File: src/rtl/bist_sequencer.sv
// BIST phase controller: steps ring/Johnson/LFSR generators and compresses data_in into a MISR.
// Latency: outputs registered; the first phase is active the cycle after an accepted start.
// Backpressure: none; start is ignored while busy, and abort always wins.
module bist_sequencer #(
    parameter int                 WIDTH          = 16,
    parameter int                 CNT_W          = 16,
    parameter int                 RING_CYCLES    = 16,
    parameter int                 JOHNSON_CYCLES = 32,
    parameter int                 LFSR_CYCLES    = 255,
    parameter logic [WIDTH-1:0]   GOLDEN         = 16'h0000
) (
    input  logic             clk,
    input  logic             rst,
    input  logic             start,
    input  logic             abort,
    input  logic [2:0]       phase_en,
    input  logic [WIDTH-1:0] data_in,
    output logic [1:0]       mode,
    output logic             ring_en,
    output logic             johnson_en,
    output logic             lfsr_en,
    output logic             busy,
    output logic             done,
    output logic             pass,
    output logic [WIDTH-1:0] signature,
    output logic [CNT_W-1:0] cycle_cnt
);

    typedef enum logic [2:0] {S_IDLE, S_RING, S_JOHNSON, S_LFSR, S_DONE} state_t;

    localparam logic [CNT_W-1:0] RING_LAST    = CNT_W'(RING_CYCLES - 1);
    localparam logic [CNT_W-1:0] JOHNSON_LAST = CNT_W'(JOHNSON_CYCLES - 1);
    localparam logic [CNT_W-1:0] LFSR_LAST    = CNT_W'(LFSR_CYCLES - 1);

    state_t           state, state_nxt;
    logic [2:0]       phase_q;
    logic [WIDTH-1:0] sig_nxt;
    logic             last_cycle;

    // First enabled phase strictly after cur; S_IDLE means "from the beginning".
    function automatic state_t next_phase(input logic [2:0] en, input state_t cur);
        state_t nxt;
        nxt = S_DONE;
        if (en[2] && cur != S_LFSR) nxt = S_LFSR;
        if (en[1] && (cur == S_IDLE || cur == S_RING)) nxt = S_JOHNSON;
        if (en[0] && cur == S_IDLE) nxt = S_RING;
        return nxt;
    endfunction

    always_comb begin
        sig_nxt = {signature[WIDTH-2:0],
                   signature[WIDTH-1] ^ signature[WIDTH-3] ^ signature[WIDTH-4] ^ signature[WIDTH-6]}
                  ^ data_in;
        case (state)
            S_RING:    last_cycle = (cycle_cnt == RING_LAST);
            S_JOHNSON: last_cycle = (cycle_cnt == JOHNSON_LAST);
            S_LFSR:    last_cycle = (cycle_cnt == LFSR_LAST);
            default:   last_cycle = 1'b0;
        endcase

        state_nxt = state;
        if (abort) begin
            state_nxt = S_IDLE;
        end else begin
            case (state)
                S_IDLE, S_DONE: if (start) state_nxt = next_phase(phase_en, S_IDLE);
                S_RING, S_JOHNSON, S_LFSR: if (last_cycle) state_nxt = next_phase(phase_q, state);
                default: state_nxt = S_IDLE;
            endcase
        end
    end

    always_ff @(posedge clk) begin
        if (rst) begin
            state      <= S_IDLE;
            phase_q    <= '0;
            mode       <= 2'b00;
            ring_en    <= 1'b0;
            johnson_en <= 1'b0;
            lfsr_en    <= 1'b0;
            busy       <= 1'b0;
            done       <= 1'b0;
            pass       <= 1'b0;
            signature  <= '0;
            cycle_cnt  <= '0;
        end else begin
            state      <= state_nxt;
            // Output decode follows the next state so every output is a flop.
            mode       <= 2'b00;
            ring_en    <= 1'b0;
            johnson_en <= 1'b0;
            lfsr_en    <= 1'b0;
            busy       <= 1'b0;
            done       <= 1'b0;
            case (state_nxt)
                S_RING:    begin mode <= 2'b01; ring_en    <= 1'b1; busy <= 1'b1; end
                S_JOHNSON: begin mode <= 2'b10; johnson_en <= 1'b1; busy <= 1'b1; end
                S_LFSR:    begin mode <= 2'b11; lfsr_en    <= 1'b1; busy <= 1'b1; end
                S_DONE:    done <= 1'b1;
                default:   ;
            endcase

            if (abort) begin
                pass      <= 1'b0;
                signature <= '0;
                cycle_cnt <= '0;
            end else begin
                case (state)
                    S_IDLE, S_DONE: begin
                        if (start) begin
                            phase_q   <= phase_en;
                            signature <= '0;
                            cycle_cnt <= '0;
                            pass      <= (state_nxt == S_DONE) && (GOLDEN == '0);
                        end
                    end
                    S_RING, S_JOHNSON, S_LFSR: begin
                        signature <= sig_nxt;
                        cycle_cnt <= last_cycle ? '0 : cycle_cnt + CNT_W'(1);
                        if (state_nxt == S_DONE) pass <= (sig_nxt == GOLDEN);
                    end
                    default: ;
                endcase
            end
        end
    end

endmodule

File: config.mk
export PLATFORM = sky130hd
export DESIGN_NAME = bist_sequencer
export DESIGN_NICKNAME = d
export VERILOG_FILES = /design/src/rtl/bist_sequencer.sv
export SDC_FILE = /design/constraint.sdc
export NUM_CORES = 1
export LEC_CHECK = 0
export ABC_AREA = 1
export CELL_PAD_IN_SITES_DETAIL_PLACEMENT = 1
export CELL_PAD_IN_SITES_GLOBAL_PLACEMENT = 1
export CORE_MARGIN = 5
export CORE_UTILIZATION = 30
export DETAILED_ROUTE_END_ITERATION = 12
export PLACE_DENSITY = 0.83
export SLEW_MARGIN = 20
export SYNTH_ARGS = -nofsm -noshare
export SYNTH_HDL_FRONTEND = slang
export SYNTH_SLANG_ARGS = --single-unit
File: constraint.sdc
create_clock -name clk -period 1.47 [get_ports clk]
set_input_delay 0.294 -clock clk [delete_from_list [all_inputs] [get_ports clk]]
set_output_delay 0.294 -clock clk [all_outputs]
set_load 0.02 [all_outputs]
==> results.tsv <==
metric	value	unit
status	finished, violations left	
violations	setup timing	
port_buffers	62	
drv_slew	0	
firstDrtPassIters	4	
finalSetupViolCount	43	
synth.avg_cell_area	6.89	sq um
fp.dieH	98.2	microns
clk_latency	0.31	ns
fin_skew	0.00722	ns
layout_min_cycle_time	1.87	ns
slowest_stage	dfxtp_2	
worst_path_most_repeated_cell	nand2_1	
grt_usage	19.6	%
cp.required	1.71	ns
cts_tree	built	
wl_per_cell	20.2	microns
grt_pass1_wl	15.4	mm
p_leak	0.00198	uW
yosysTopAreaCellShare	39.4	%
synthAdderAreaFrac	0.536	%
power.density	636	mW/mm^2
antenna_found_initial	0	
synth-edff-count	0	
reg2reg_depth	9	
grt.overflow.total	0	
initial_core_util	30.5	%
die_area	0.00965	sq mm
instances_no_fill	591	
timing.rr.start	cycle_cnt[6]	
gp_congestion	0.864	
synth_xor_area_share	6.75	%
diodes	0	
cp_max_fo	4	
drt_wl_total	11.9	mm
finalWorstSetupSlack	-0.400	ns
cts_sinks	46	
min_to	signature[7]	
worstHoldPathCells	2	
path_buf_inv	1	
ys_top_cells_by_area	dfxtp_1 (39%), nand2_1 (14%), a21oi_1 (7.9%), nor2_1 (5.8%), nand3_1 (4.9%)	
synth_nets	363	
synth_top_area_cell	dfxtp_1	
cp_data_arrival_time	2.11	ns
dp_cells	557	
syn_inst	339	
syn_to_final_growth	87.1	%
ctsHoldBuffers	0	
synth_top_family_by_area	simple AND/OR/NAND/NOR gates	
htreeDepth	2	
cp_top_family	simple AND/OR/NAND/NOR gates	
synth-compound-area-share	12.7	%
nNetsFinal	512	
numCtsBuffers	5	
ys_top_cells_by_count	nand2_1 (89), dfxtp_1 (46), a21oi_1 (37)	
ys_types	30	
power	2780	uW
drive_gt1_share	46.2	%
vias_per_cell	5.19	
fmax	535	MHz
grt_max_degree	24	
synthMuxAreaShare	0	%
num_io_pins	63	
rr_endpoint	busy	
syn_area	0.00233	sq mm
fin_crit_sh	127	%
worst_pin_slew	0.450	ns
maxCapViolCount	0	
drt_iter0_drc	179	
drc_errors	0	
max-vdd-ir-drop	0.000317	V
min_from	signature[7]	
critical_path_class	reg -> reg	
synth-simple-area-share	34.2	%
cp-end-kind	register	
rsz0062_at_grt	yes	
ys_seq_area_share	39.4	%
die_w	98.2	microns
ys_seq_elements	46	
clockRootBuffer	clkbuf_8	
vias	3069	
cts_buffer_depth	2	
crit_path_max_incr_delay	0.37	ns
hold_viol	0	
slew_headroom	70.0	%
yosys_warnings	0	
startpoint_type	register	
r2r_slack	-0.40	ns
rows	32	
drtAntennaViolNets	0	
path_clk_slew	0.09	ns
async_reset_ff_share	0	%
yosysMostFrequentCell	nand2_1	
synthFlopType	dfxtp_1	
core_area	0.00765	sq mm
cp_cell_sequence	nand2_1, nor2_1, nand2_1, nand3_1, nand2_2, nor3_4, o21ai_4, buf_6, a21oi_2	
min-delay-path-class	reg -> reg	
grt_pass1_vias	3164	
place_hpwl	6.42	mm
power by group:
part | switching, uW | leakage [uW] | internal [uW]
registers | 22.1 | 0.000382 | 1260
clock network | 461 | 0.0000544 | 432
logic | 329 | 0.00154 | 276
state kept, by name, summed over array words and instances (netlist names):
register,cells
cycle_cnt,16
signature,16
phase_q,3
state,3
mode,2
busy,1
done,1
johnson_en,1
lfsr_en,1
pass,1
ring_en,1
cells by family after synthesis:
| group | after synthesis |
|---|---|
| DFF | 46 |
| AOI/OAI and AO/OA | 56 |
| and+or+nand+nor | 181 |
| xor gates and xnor gates | 18 |
| adders and majority gates | 1 |
| buffers and inverters | 37 |
cell usage in the layout, fill, tap and decap left out, types with 5 or more instances in the layout:
| master | instances |
|---|---|
| or2_2 | 9 |
| buf_6 | 12 |
| a21oi_2 | 22 |
| dlygate4sd2_1 | 33 |
| nand2_4 | 17 |
| buf_4 | 72 |
| nor2_2 | 10 |
| a21oi_1 | 14 |
| xnor2_1 | 10 |
| inv_2 | 6 |
| dfxtp_2 | 8 |
| xor2_1 | 8 |
| nor3_1 | 5 |
| nand3_1 | 16 |
| dfxtp_4 | 7 |
| nor2_1 | 22 |
| clkdlybuf4s50_1 | 22 |
| nand2_1 | 59 |
| nand2_2 | 15 |
| nand3_2 | 5 |
| o21ai_0 | 10 |
| inv_1 | 16 |
| dfxtp_1 | 31 |
| nor2_4 | 8 |
| clkbuf_8 | 7 |
how the worst max path moves through the flow:
stage	from	to	slack, ns	cells after the start
5_1_grt	cycle_cnt[5]	busy	-0.43	9
2_1_floorplan	cycle_cnt[12]	johnson_en	-0.01	11
4_1_cts	cycle_cnt[3]	johnson_en	-0.18	12
6_report	cycle_cnt[6]	busy	-0.40	9
3_3_place_gp	data_in[8]	pass	-0.17	10
3_5_place_dp	data_in[14]	pass	-0.28	10
worst register-to-register path, stage by stage (launching register included):
cell and delay, ns:
dfxtp_2 0.37, nand2_1 0.10, nor2_1 0.24, nand2_1 0.12, nand3_1 0.16, nand2_2 0.16
nor3_4 0.26, o21ai_4 0.12, buf_6 0.16, a21oi_2 0.12
repair_timing:
item | 4_1_cts | 5_1_grt
setup buffers | 10 | 16
resized for setup | 96 | 107
pin swaps | 14 | 44
gates cloned | 1 | 1
endpoints found under the setup margin | 74 | 43
cell type report:
type / count / area, sq um
repair buffers: 151 / 1340
well taps: 102 / 128
clock inverters: 1 / 8.76
clock buffers: 7 / 96.3
inverters: 28 / 126
multi-input cells: 256 / 1710
flip-flops and latches: 46 / 957
fillers: 937 / 3280
metal layers:
metal | global-route usage (%) | wire length [microns] | vias up
li1 | - | - | 1393
met1 | 21.8 | 4770 | 1520
met2 | 38.0 | 6250 | 116
met3 | 3.36 | 440 | 40
met4 | 5.04 | 459 | 0
met5 | 0 | 0 | -
per-stage QoR:
stage                     worst slack, ns  hold WS [ns]  instance area (sq um)  util [%]  TNS [ns]
final                              -0.400         0.492                   4370      57.1     -7.49
after global routing               -0.433         0.515                   4370      57.1     -9.89
after CTS                          -0.176         0.496                   3880      50.8     -1.41
after detailed placement           -0.277         0.484                   3580      46.8     -6.94
after global placement             -0.167         0.472                   3580      46.8     -3.68
after floorplan                   -0.0106         0.433                   2360         -   -0.0106
(Power assumes the default switching activity.)
